--- config.mk ---
export PLATFORM = sky130hd
export DESIGN_NAME = cla_addsub_pipe
export DESIGN_NICKNAME = d
export VERILOG_FILES = /design/src/rtl/cla_pkg.sv /design/src/rtl/cla_group_pg.sv /design/src/rtl/cla_addsub_pipe.sv
export SDC_FILE = /design/constraint.sdc
export NUM_CORES = 1
export LEC_CHECK = 0
export ABC_AREA = 1
export CAP_MARGIN = 20
export CORE_MARGIN = 2
export CORE_UTILIZATION = 45
export DETAILED_ROUTE_END_ITERATION = 8
export PLACE_DENSITY_LB_ADDON = 0.1
export SETUP_SLACK_MARGIN = 0.3
export SLEW_MARGIN = 20
export SYNTH_ARGS = -nofsm -noshare
export SYNTH_HDL_FRONTEND = slang
export SYNTH_SLANG_ARGS = --single-unit
--- constraint.sdc ---
create_clock -name clk -period 1.45 [get_ports clk]
set_input_delay 0.29 -clock clk [delete_from_list [all_inputs] [get_ports clk]]
set_output_delay 0.29 -clock clk [all_outputs]
set_load 0.03 [all_outputs]
--- src/rtl/cla_pkg.sv ---
// Shared constants and elaboration helpers for the pipelined carry-lookahead adder/subtractor.
package cla_pkg;

  localparam logic OP_ADD = 1'b0;
  localparam logic OP_SUB = 1'b1;

  function automatic int cla_ngroup(input int width, input int group);
    return width / group;
  endfunction

endpackage

--- src/rtl/cla_group_pg.sv ---
// One lookahead group: group propagate/generate from bit p/g, and every bit carry
// inside the group computed directly from the group carry-in (no intra-group ripple).
module cla_group_pg #(
  parameter int GROUP = 4
) (
  input  logic [GROUP-1:0] p,
  input  logic [GROUP-1:0] g,
  input  logic             cin,
  output logic             gp,
  output logic             gg,
  output logic [GROUP-1:0] c
);

  logic term;
  logic acc;

  always_comb begin
    gp   = &p;
    gg   = 1'b0;
    c    = '0;
    term = 1'b0;
    acc  = 1'b0;
    for (int j = 0; j < GROUP; j++) begin
      term = g[j];
      for (int k = j + 1; k < GROUP; k++) term = term & p[k];
      gg = gg | term;
    end
    // c[i] = g[i-1] | p[i-1]g[i-2] | ... | p[i-1:0]cin, each as a flat product term
    for (int i = 0; i < GROUP; i++) begin
      acc = cin;
      for (int k = 0; k < i; k++) acc = acc & p[k];
      for (int j = 0; j < i; j++) begin
        term = g[j];
        for (int k = j + 1; k < i; k++) term = term & p[k];
        acc = acc | term;
      end
      c[i] = acc;
    end
  end

endmodule

--- src/rtl/cla_addsub_pipe.sv ---
// Two-stage pipelined add/subtract: stage 1 registers bit and group P/G, stage 2 resolves
// group carries by full lookahead and registers sum and flags.
module cla_addsub_pipe
  import cla_pkg::*;
#(
  parameter int WIDTH = 16,
  parameter int GROUP = 4
) (
  input  logic             clk,
  input  logic             rst_n,
  input  logic             in_valid,
  output logic             in_ready,
  input  logic [WIDTH-1:0] in_a,
  input  logic [WIDTH-1:0] in_b,
  input  logic             in_op,
  input  logic             in_cin,
  output logic             out_valid,
  input  logic             out_ready,
  output logic [WIDTH-1:0] out_sum,
  output logic             out_cout,
  output logic             out_ovf,
  output logic             out_zero
);

  localparam int NGROUP = cla_ngroup(WIDTH, GROUP);

  if (WIDTH % GROUP != 0) begin : g_width_chk
    $error("cla_addsub_pipe: WIDTH must be a multiple of GROUP");
  end

  logic [WIDTH-1:0]  bx, p_in, g_in, s1_c_unused;
  logic              c0_in;
  logic [NGROUP-1:0] gp_in, gg_in, s2_gp_unused, s2_gg_unused;

  logic              s1_valid, s1_c0, s1_op;
  logic [WIDTH-1:0]  s1_p, s1_g;
  logic [NGROUP-1:0] s1_gp, s1_gg;

  logic [NGROUP:0]   gc;
  logic [WIDTH-1:0]  bc, sum;
  logic              carry_out, ovf, term, acc;
  logic              s1_en, s2_en;

  // Handshake: a beat moves on a side when valid & ready are both high at the rising edge;
  // in_ready depends combinationally on out_ready, so a full pipe drains and refills in one cycle.
  assign s2_en    = s1_valid & (~out_valid | out_ready);
  assign in_ready = ~s1_valid | s2_en;
  assign s1_en    = in_valid & in_ready;

  // Subtract is a + ~b + ~borrow_in.
  assign bx    = (in_op == OP_ADD) ? in_b : ~in_b;
  assign c0_in = (in_op == OP_SUB) ? ~in_cin : in_cin;
  assign p_in  = in_a ^ bx;
  assign g_in  = in_a & bx;

  for (genvar gi = 0; gi < NGROUP; gi++) begin : g_grp
    cla_group_pg #(.GROUP(GROUP)) u_pg1 (
      .p  (p_in[gi*GROUP +: GROUP]),
      .g  (g_in[gi*GROUP +: GROUP]),
      .cin(1'b0),
      .gp (gp_in[gi]),
      .gg (gg_in[gi]),
      .c  (s1_c_unused[gi*GROUP +: GROUP])
    );
    cla_group_pg #(.GROUP(GROUP)) u_pg2 (
      .p  (s1_p[gi*GROUP +: GROUP]),
      .g  (s1_g[gi*GROUP +: GROUP]),
      .cin(gc[gi]),
      .gp (s2_gp_unused[gi]),
      .gg (s2_gg_unused[gi]),
      .c  (bc[gi*GROUP +: GROUP])
    );
  end

  // Group carries as flat sum-of-products over registered GP/GG and c0.
  always_comb begin
    gc    = '0;
    gc[0] = s1_c0;
    term  = 1'b0;
    acc   = 1'b0;
    for (int k = 0; k < NGROUP; k++) begin
      acc = s1_c0;
      for (int j = 0; j <= k; j++) acc = acc & s1_gp[j];
      for (int j = 0; j <= k; j++) begin
        term = s1_gg[j];
        for (int m = j + 1; m <= k; m++) term = term & s1_gp[m];
        acc = acc | term;
      end
      gc[k+1] = acc;
    end
  end

  assign sum       = s1_p ^ bc;
  assign carry_out = gc[NGROUP];
  assign ovf       = bc[WIDTH-1] ^ carry_out;

  always_ff @(posedge clk or negedge rst_n) begin
    if (!rst_n) begin
      s1_valid <= 1'b0;
      s1_p     <= '0;
      s1_g     <= '0;
      s1_c0    <= 1'b0;
      s1_op    <= 1'b0;
      s1_gp    <= '0;
      s1_gg    <= '0;
    end else if (s1_en) begin
      s1_valid <= 1'b1;
      s1_p     <= p_in;
      s1_g     <= g_in;
      s1_c0    <= c0_in;
      s1_op    <= in_op;
      s1_gp    <= gp_in;
      s1_gg    <= gg_in;
    end else if (s2_en) begin
      s1_valid <= 1'b0;
    end
  end

  always_ff @(posedge clk or negedge rst_n) begin
    if (!rst_n) begin
      out_valid <= 1'b0;
      out_sum   <= '0;
      out_cout  <= 1'b0;
      out_ovf   <= 1'b0;
      out_zero  <= 1'b0;
    end else if (s2_en) begin
      out_valid <= 1'b1;
      out_sum   <= sum;
      out_cout  <= carry_out ^ s1_op;
      out_ovf   <= ovf;
      out_zero  <= ~|sum;
    end else if (out_ready) begin
      out_valid <= 1'b0;
    end
  end

endmodule
Word level (Yosys, flattened, before mapping)
Cells that the tools add are included.

storage, ports and cells
  register bits after elaboration = 62
  bits of input ports = 38
  output and inout port bits = 21
  word-level logic and storage cells = 143

cells by class
  mux-type cells = 6
  bitwise gates (word level) = 117
  reductions and logical operators = 8

operators with widths
  kind               number
  $and 1x1->1        60
  $or 1x1->1         48
  $xor 16x16->16     2
  $and 16x16->16     1
  $mux 16            1
  $not 16->16        1
  $reduce_and 4->1   4
  $reduce_or 16->1   1
  $mux 1             5
  $reduce_bool 2->1  2
  $not 1->1          3
  $xor 1x1->1        2
  $logic_not 1->1    1

Logic depth before layout (Yosys ltp)
Gate-level depths: netlist (run 1).

  word-level depth = 15
  mapped depth = 13
  mapped depth without buffers = 13

By module
Synthesis (run 1) repeated with hierarchy kept, for this count alone.

second synthesis, totals
  cells, all modules = 472
  area, all modules = 3762.4 µm²

modules (own cells, without submodules)
  module           instances  cells each  area an instance (µm²)  sequential area each (µm²)
  cla_addsub_pipe  1          328         3011.6                  1576.5
  cla_group_pg     8          18          93.8                    0.0

Worst setup path after synthesis (run 1)
Ideal clock, no wire load.

  path kind = register -> register
  from = register s1_c0
  to = register out_zero
  setup time = 0.065 ns
  arrival = 1.535 ns
  required time = 1.385 ns
  slack = -0.150 ns
  cell stages (with the launch flop) = 11
  path buffers = 0
  period minus slack after synthesis = 1.600 ns
  cell sequence = dfrtp_1 > a21o_1 > a21o_1 > ha_1 > inv_1 > nand3_1 > nor3_1 > nand3_1 > nor2_1 > nand2_1 > nand2_1

between the ends
  elaborated cells between the ends (all ways) = 48
  classes of those cells = bitwise: 46; reduce/logical: 2

RTL lines
  item                      line                    text
  from (decl)               cla_addsub_pipe.sv:35   logic s1_valid, s1_c0, s1_op;
  from (signal assigned)    cla_addsub_pipe.sv:110  s1_c0 <= c0_in;
  $and 1x1->1 (2 in a row)  cla_addsub_pipe.sv:83   for (int j = 0; j <= k; j++) acc = acc & s1_gp[j];
  $or 1x1->1 (2 in a row)   cla_addsub_pipe.sv:87   acc = acc | term;
  $xor 16x16->16            cla_addsub_pipe.sv:93   assign sum = s1_p ^ bc;
  net sum[8]                cla_addsub_pipe.sv:40   logic [WIDTH-1:0] bc, sum;
  $reduce_or 16->1          cla_addsub_pipe.sv:131  out_zero <= ~|sum;
  $logic_not 1->1           cla_addsub_pipe.sv:131
  to (signal assigned)      cla_addsub_pipe.sv:131
  to (decl)                 cla_addsub_pipe.sv:22   output logic out_zero

The timed path passes the listed nets, and every way through them passes these cells.
A chain may end at the register's enable or synchronous reset.

Final worst setup path (run 1)
  from = register s1_gp[2]
  to = register out_zero

between the ends
  cells in the longest elaborated chain, start to end = 13
  elaborated cells between the ends (all ways) = 18
  classes of those cells = bitwise: 16; reduce/logical: 2

RTL lines
  item                            line                                          text
  from (decl)                     cla_addsub_pipe.sv:37                         logic [NGROUP-1:0] s1_gp, s1_gg;
  from (signal assigned)          cla_addsub_pipe.sv:112                        s1_gp <= gp_in;
  $and 1x1->1 (on tied branches)  cla_addsub_pipe.sv:83, cla_addsub_pipe.sv:86
  $or 1x1->1                      cla_addsub_pipe.sv:87
  $or 1x1->1 (*) (2 in a row)     cla_addsub_pipe.sv:87
  $and 1x1->1 (3 in a row)        cla_group_pg.sv:31                            for (int k = 0; k < i; k++) acc = acc & p[k];
  $or 1x1->1 (3 in a row)         cla_group_pg.sv:35                            acc = acc | term;
  $xor 16x16->16 (*)              cla_addsub_pipe.sv:93
  $reduce_or 16->1 (*)            cla_addsub_pipe.sv:131
  $logic_not 1->1 (*)             cla_addsub_pipe.sv:131

Mark *: on every way between the ends. The rest lies on a longest branch, timed or not.

==> summary.txt, run 1 <==
Run status
  • Status: finished with violations
  • Failing checks: setup timing

Floorplan
  • Core area: 6870 µm²
  • IO Count: 59
  • Die width: 88.8 µm
  • Die area: 7890 µm²
  • Die height: 88.8 µm
  • Row Count: 30
  • Starting Density: 47.2%

Route
  • Via density: 5.01
  • Wirelength, routed: 9650 µm
  • Final routed DRC violation total: 0
  • Via count: 3178
  • Final ANT Viol Nets: 0
  • 1st-iter DRT viols: 153
  • Drt first pass iters: 4
  • Average wire per cell in the routed design: 15.2 µm

Job
  • Max cap viols: 0

Logic synthesis
  • Yosys warns: 0
  • Mapped Nets: 444
  • Dominant cell type by area after synthesis: dfrtp_1
  • Post-synthesis cell count: 386
  • Yosys reg bits: 59
  • Most common cell in the synthesized netlist: nand2_1
  • Register area share after synthesis: 45.6%
  • Avg Inst Size Synth: 8.39 µm²
  • Ranking of synthesized cells by area: dfrtp_1, nand2_1, ha_1, xor2_1, inv_1
  • Yosys cell types: 29
  • Synth Flop Type: dfrtp_1
  • Top cell type's share of synthesized area: between 40% and 50%
  • Mapped Area: 3240 µm²
  • Synth cell count leaders: nand2_1, dfrtp_1, inv_1, nand3_1
  • EDFF count, synth: 0
  • Post-synth ARST share: 100%

GRT
  • Vias in the first global route: 3080
  • Largest net degree at the start of global routing: 60
  • Global-route wire length before repair: roughly 14000 µm
  • Initial antenna violation count: 0
  • GRT Total Usage: 24.4%
  • GR Overflow Total: 0

Power and ir drop
  • PwrDens: 1380 nW/µm²
  • Total power: 7.52 mW
  • Leakage: 2.78 nW
  • Maximum VDD drop: just under 0.6 mV

Finish
  • Synthesis-to-layout area growth: 68.1%
  • Fill cells: 460
  • Nets@finish: 591
  • Non-Filler Instances: between 600 and 700
  • Diode count: 0
  • Ratio of cells with drive above 1 in the final layout: a little over two fifths

Setup path
  • Crit path kind: flip-flop to flip-flop
  • Worst path max stage delay: 0.42 ns
  • CP Cell Sequence: nand4_1, nand4_1, ha_2, nand2_2, nand3_2, nand2_1, nand3_1, nand2_2, nand2_1, nor2_1, nand2_1, nand2_1
  • Worst Path Buf+Inv: 0
  • Slowest cell on crit path: dfrtp_1
  • CP endpoint kind: flip-flop
  • CP Launch Type: flip-flop
  • CP top delay family: simple AND/OR/NAND/NOR gates
  • Crit path max fanout: 4
  • Req. time, crit path: 1.74 ns
  • Cell mode on critical path: nand2_1
  • WP data arrival: approximately 2.1 ns

Placed design
  • Port-buffer cells: 58
  • Placement Setup Slack: -0.505 ns
  • GP Congestion: 0.846
  • Number of instances in the placed design: 575
  • HPWL after DPL: roughly 5700 µm

Timing
  • Fin. Hold Viols: 0
  • Slew Limit Fails: 0
  • Endpoints failing setup: 14
  • Minimum clock period: 1.78 ns
  • Worst clock skew: 0.0103 ns
  • Max Freq: between 500 and 600 MHz
  • Slew @ Worst Pin: 0.374 ns
  • Setup ws final: -0.326 ns
  • Tcrit/Tclk final: 123%
  • Slew headroom: 75.0%
  • RSZ-0062 raised after global routing: true

Clocking
  • Number of buffers created by CTS: 9
  • Root Buffer: clkbuf_8
  • Clk_lat worst skew: 0.34 ns
  • H-tree levels: 3
  • Clock-pin slew on the worst setup and hold paths: 0.07 ns
  • Clock Sinks: 59
  • Largest buffer count on any clock path: 2
  • TritonCTS clock tree: yes

Hold path
  • HP Class: input port to flip-flop
flip-flops by register name, indices dropped and copies added (netlist names):
signal / cells
out_valid: 1
s1_c0: 1
out_cout: 1
s1_gg: 4
s1_op: 1
s1_valid: 1
s1_gp: 4
s1_p: 16
s1_g: 12
out_ovf: 1
out_zero: 1
out_sum: 16
where the power goes:
| part | switching [mW] | internal (mW) |
|---|---|---|
| clock network | 0.663 | 0.710 |
| logic | 1.81 | 1.89 |
| registers | 0.398 | 2.06 |
repair_timing:
action,4_1_cts,5_1_grt
hold buffers,1,0
buffers inserted,25,10
hold endpoints to repair,59,0
gates resized for setup,259,39
pin swaps,76,27
cloned,7,0
endpoints found under the setup margin,78,78
per-stage QoR:
step | instance area (µm²) | TNS, ns | hold slack [ns] | utilization (%)
after floorplan | 3350 | -0.107 | -0.00559 | -
after global placement | 4340 | -9.78 | 0.318 | 63.1
after detailed placement | 4340 | -11.29 | 0.319 | 63.1
after CTS | 5210 | -1.55 | 0.393 | 75.8
after global routing | 5450 | -3.51 | 0.397 | 79.3
final | 5450 | -1.92 | 0.390 | 79.3
per-layer routing:
metal,vias up,part of all wire (%),global-route usage (%)
met2,88,51,40.8
met4,0,2.8,10.2
met5,-,0,0
met3,23,4.0,4.29
met1,1511,42,31.2
li1,1556,-,-
cells in the final DEF, fill, tap and decap left out, types with 6 or more instances in the layout:
cell / Yosys / final
buf_12: 0 / 8
buf_4: 3 / 57
buf_6: 5 / 34
clkbuf_8: 0 / 11
clkdlybuf4s50_1: 0 / 20
dfrtp_1: 59 / 57
dlygate4sd2_1: 0 / 14
ha_1: 20 / 12
inv_1: 36 / 31
inv_2: 1 / 6
nand2_1: 137 / 91
nand2_2: 3 / 30
nand2_4: 0 / 18
nand3_1: 21 / 13
nand3_2: 3 / 8
nand4_1: 7 / 7
nor2_1: 17 / 12
o21ai_1: 2 / 12
o21ai_2: 10 / 17
xor2_1: 16 / 15
path summary, 6_finish.rpt:
path	from	to	slack, ns	cells after the start
worst min register to register	s1_p[12]	s1_p[12]	0.50	2
worst min-delay path	in_op	s1_c0	0.39	4
worst max-delay path	s1_gp[2]	out_zero	-0.33	12
min in group asynchronous	rst_n	out_sum[3]	0.46	3
max in group asynchronous	rst_n	s1_c0	0.67	3
worst max register to register	s1_gp[2]	out_zero	-0.33	12
worst reg2reg max path: stages, from the launching register on:
cell,delay (ns)
dfrtp_1,0.42
nand4_1,0.10
nand4_1,0.18
ha_2,0.27
nand2_2,0.10
nand3_2,0.07
nand2_1,0.06
nand3_1,0.10
nand2_2,0.13
nand2_1,0.06
nor2_1,0.11
nand2_1,0.07
nand2_1,0.06
cells by family after synthesis:
kind of cell / count (synthesis) / share of synthesized area (%)
compound gates: 46 / 9.42
flops: 59 / 45.6
fa+ha+maj: 20 / 7.72
buf+inv: 50 / 7.57
xor+xnor: 17 / 4.60
simple gates: 194 / 25.1
final cells by class:
type / count / area, µm² / area share (%)
repair buffers: 146 / 1530 / 28.1
repair inverters: 2 / 32.5 / 0.597
well taps: 96 / 120 / 2.21
multi-input cells: 277 / 1960 / 35.9
clock inverters: 2 / 10.0 / 0.184
clock buffers: 14 / 163 / 2.99
flip-flops and latches: 59 / 1480 / 27.2
inverters: 38 / 155 / 2.85
No activity file was read; power rests on OpenSTA's default activity.
==> run 2, diff against run 1 <==
CORE_ASPECT_RATIO = 0.6   (was unset)
==> summary.txt, run 2 (synthesis results as in run 1) <==
GRT
  • Initial antenna violation count: 0
  • Vias in the first global route: 3145
  • GR Overflow Total: 0
  • Global-route wire length before repair: 15400 µm
  • GRT Total Usage: 25.5%
  • Largest net degree at the start of global routing: 34

Route
  • Drt first pass iters: 6
  • Wirelength, routed: 11500 µm
  • Via density: 5.49
  • Via count: about 3500
  • Final ANT Viol Nets: 0
  • 1st-iter DRT viols: 331
  • Average wire per cell in the routed design: 18.2 µm
  • Final routed DRC violation total: 0

Finish
  • Non-Filler Instances: 632
  • Commonest non-fill, non-tap cell in the layout: nand2_1
  • Most frequent cells in the layout: nand2_1, buf_4, dfrtp_1, buf_6, nand2_2
  • Diode count: 0
  • Largest regs: out_sum (16), s1_p (16), s1_g (12)
  • Ratio of cells with drive above 1 in the final layout: between 40% and 50%
  • Nets@finish: between 500 and 600
  • Synthesis-to-layout area growth: 77.9%

Setup path
  • CP startpoint: s1_gp[1]
  • Slowest cell on crit path: dfrtp_1
  • CP Launch Type: flip-flop
  • WP data arrival: 2.22 ns
  • Flop2flop setup slack: -0.49 ns
  • Worst r2r path cells: 10
  • CP Cell Sequence: nand4_1, nand4_1, ha_4, nor3_2, nor2_2, nor2_1, nand3_1, nor2_2, nand2_1, nand2_1
  • Worst path max stage delay: around 0.42 ns
  • Crit path max fanout: 4
  • Crit path kind: flip-flop to flip-flop
  • Req. time, crit path: 1.73 ns
  • CP endpoint kind: flip-flop
  • Reg-to-Reg Start: s1_gp[1]
  • Worst r2r dst: out_zero

Clocking
  • Number of buffers created by CTS: 9
  • Clock-pin slew on the worst setup and hold paths: 0.06 ns
  • Largest buffer count on any clock path: 2
  • Clk_lat worst skew: 0.34 ns
  • H-tree levels: 3
  • Clock Sinks: between 50 and 60
  • Root Buffer: clkbuf_16
  • TritonCTS clock tree: yes

Floorplan
  • Row Count: 23
  • Die area: 7920 µm²
  • Starting Density: 47.5%
  • Core area: 6820 µm²
  • Die height: approximately 70 µm
  • Die width: 114 µm
  • IO Count: 59

Timing
  • Endpoints failing setup: 16
  • Tcrit/Tclk final: 134%
  • Setup ws final: -0.494 ns
  • Worst clock skew: 0.00847 ns
  • Minimum clock period: 1.94 ns
  • Fin. Hold Viols: 0
  • Slew Limit Fails: 0
  • RSZ-0062 raised after global routing: true
  • Setup TNS: -3.10 ns
  • Max Freq: 514 MHz
  • Slew headroom: 78.7%
  • Slew @ Worst Pin: 0.319 ns

Placed design
  • Port-buffer cells: 58
  • GP Congestion: around 0.84
  • HPWL after DPL: 6370 µm
  • Number of instances in the placed design: ~570

Power and ir drop
  • Leakage: 2.94 nW
  • Maximum VDD drop: roughly 1.1 mV
  • PwrDens: 1520 nW/µm²

Run status
  • Failing checks: setup timing
  • Status: finished with violations

Hold path
  • HP Class: input port to async pin

Job
  • Max cap viols: 0
==> run 2: how the worst max path moves through the flow <==
stage               end  cells after the start  slack [ns]
6_report       out_zero                     10       -0.49
5_1_grt        out_zero                     10       -0.52
4_1_cts        out_zero                     12       -0.26
3_5_place_dp   s1_gp[2]                      6       -0.54
3_3_place_gp   s1_gg[2]                      8       -0.41
2_1_floorplan  out_zero                     10       -0.11
==> run 2: what timing repair did <==
item | CTS | global route
pin swaps | 71 | 48
endpoints found under the setup margin | 77 | 76
endpoints found under the hold margin | 7 | 0
hold buffers | 1 | 0
setup buffers | 23 | 16
cloned | 2 | 1
gates resized for setup | 260 | 95
==> run 2: critical path: cells and delay by family, from the launching register on <==
kind	cells	cell delay, ns
AND/OR/NAND/NOR	9	1.18
flip-flops	1	0.42
adder cells (fa/ha/maj)	1	0.29
==> run 2: layer usage <==
metal	track usage, %	routed length, µm	share of wire (%)
met1	32.9	4910	43
met2	41.0	5480	48
met3	7.43	778	6.8
met4	9.21	303	2.6
met5	0	0	0
==> run 2: power by group <==
group / internal, mW / switching (mW) / total, mW
Sequential: 2.06 / 0.419 / 2.48
Combinational: 2.03 / 2.13 / 4.16
Clock: 1.32 / 0.783 / 2.10
Total: 5.41 / 3.33 / 8.74
==> run 2: final cells by class <==
| type | count | area (µm²) |
|---|---|---|
| fill | 351 | 1060 |
| clock inverter | 7 | 68.8 |
| inverter | 38 | 160 |
| clock buffer | 9 | 225 |
| tap | 87 | 109 |
| multi-input combinational | 277 | 2180 |
| sequential | 59 | 1480 |
| timing repair buffer | 155 | 1540 |
==> run 2: through the flow <==
stage                     cell area [µm²]  worst slack [ns]  power [mW]  utilization, %  hold slack, ns
after global placement               4340            -0.413        5.10            63.6           0.163
final                                5760            -0.494        8.74            84.5           0.338
after floorplan                      3350            -0.107        3.89               -        -0.00559
after CTS                            5220            -0.260        8.01            76.5           0.344
after detailed placement             4340            -0.541        5.17            63.6           0.164
after global routing                 5760            -0.518        9.10            84.5           0.361
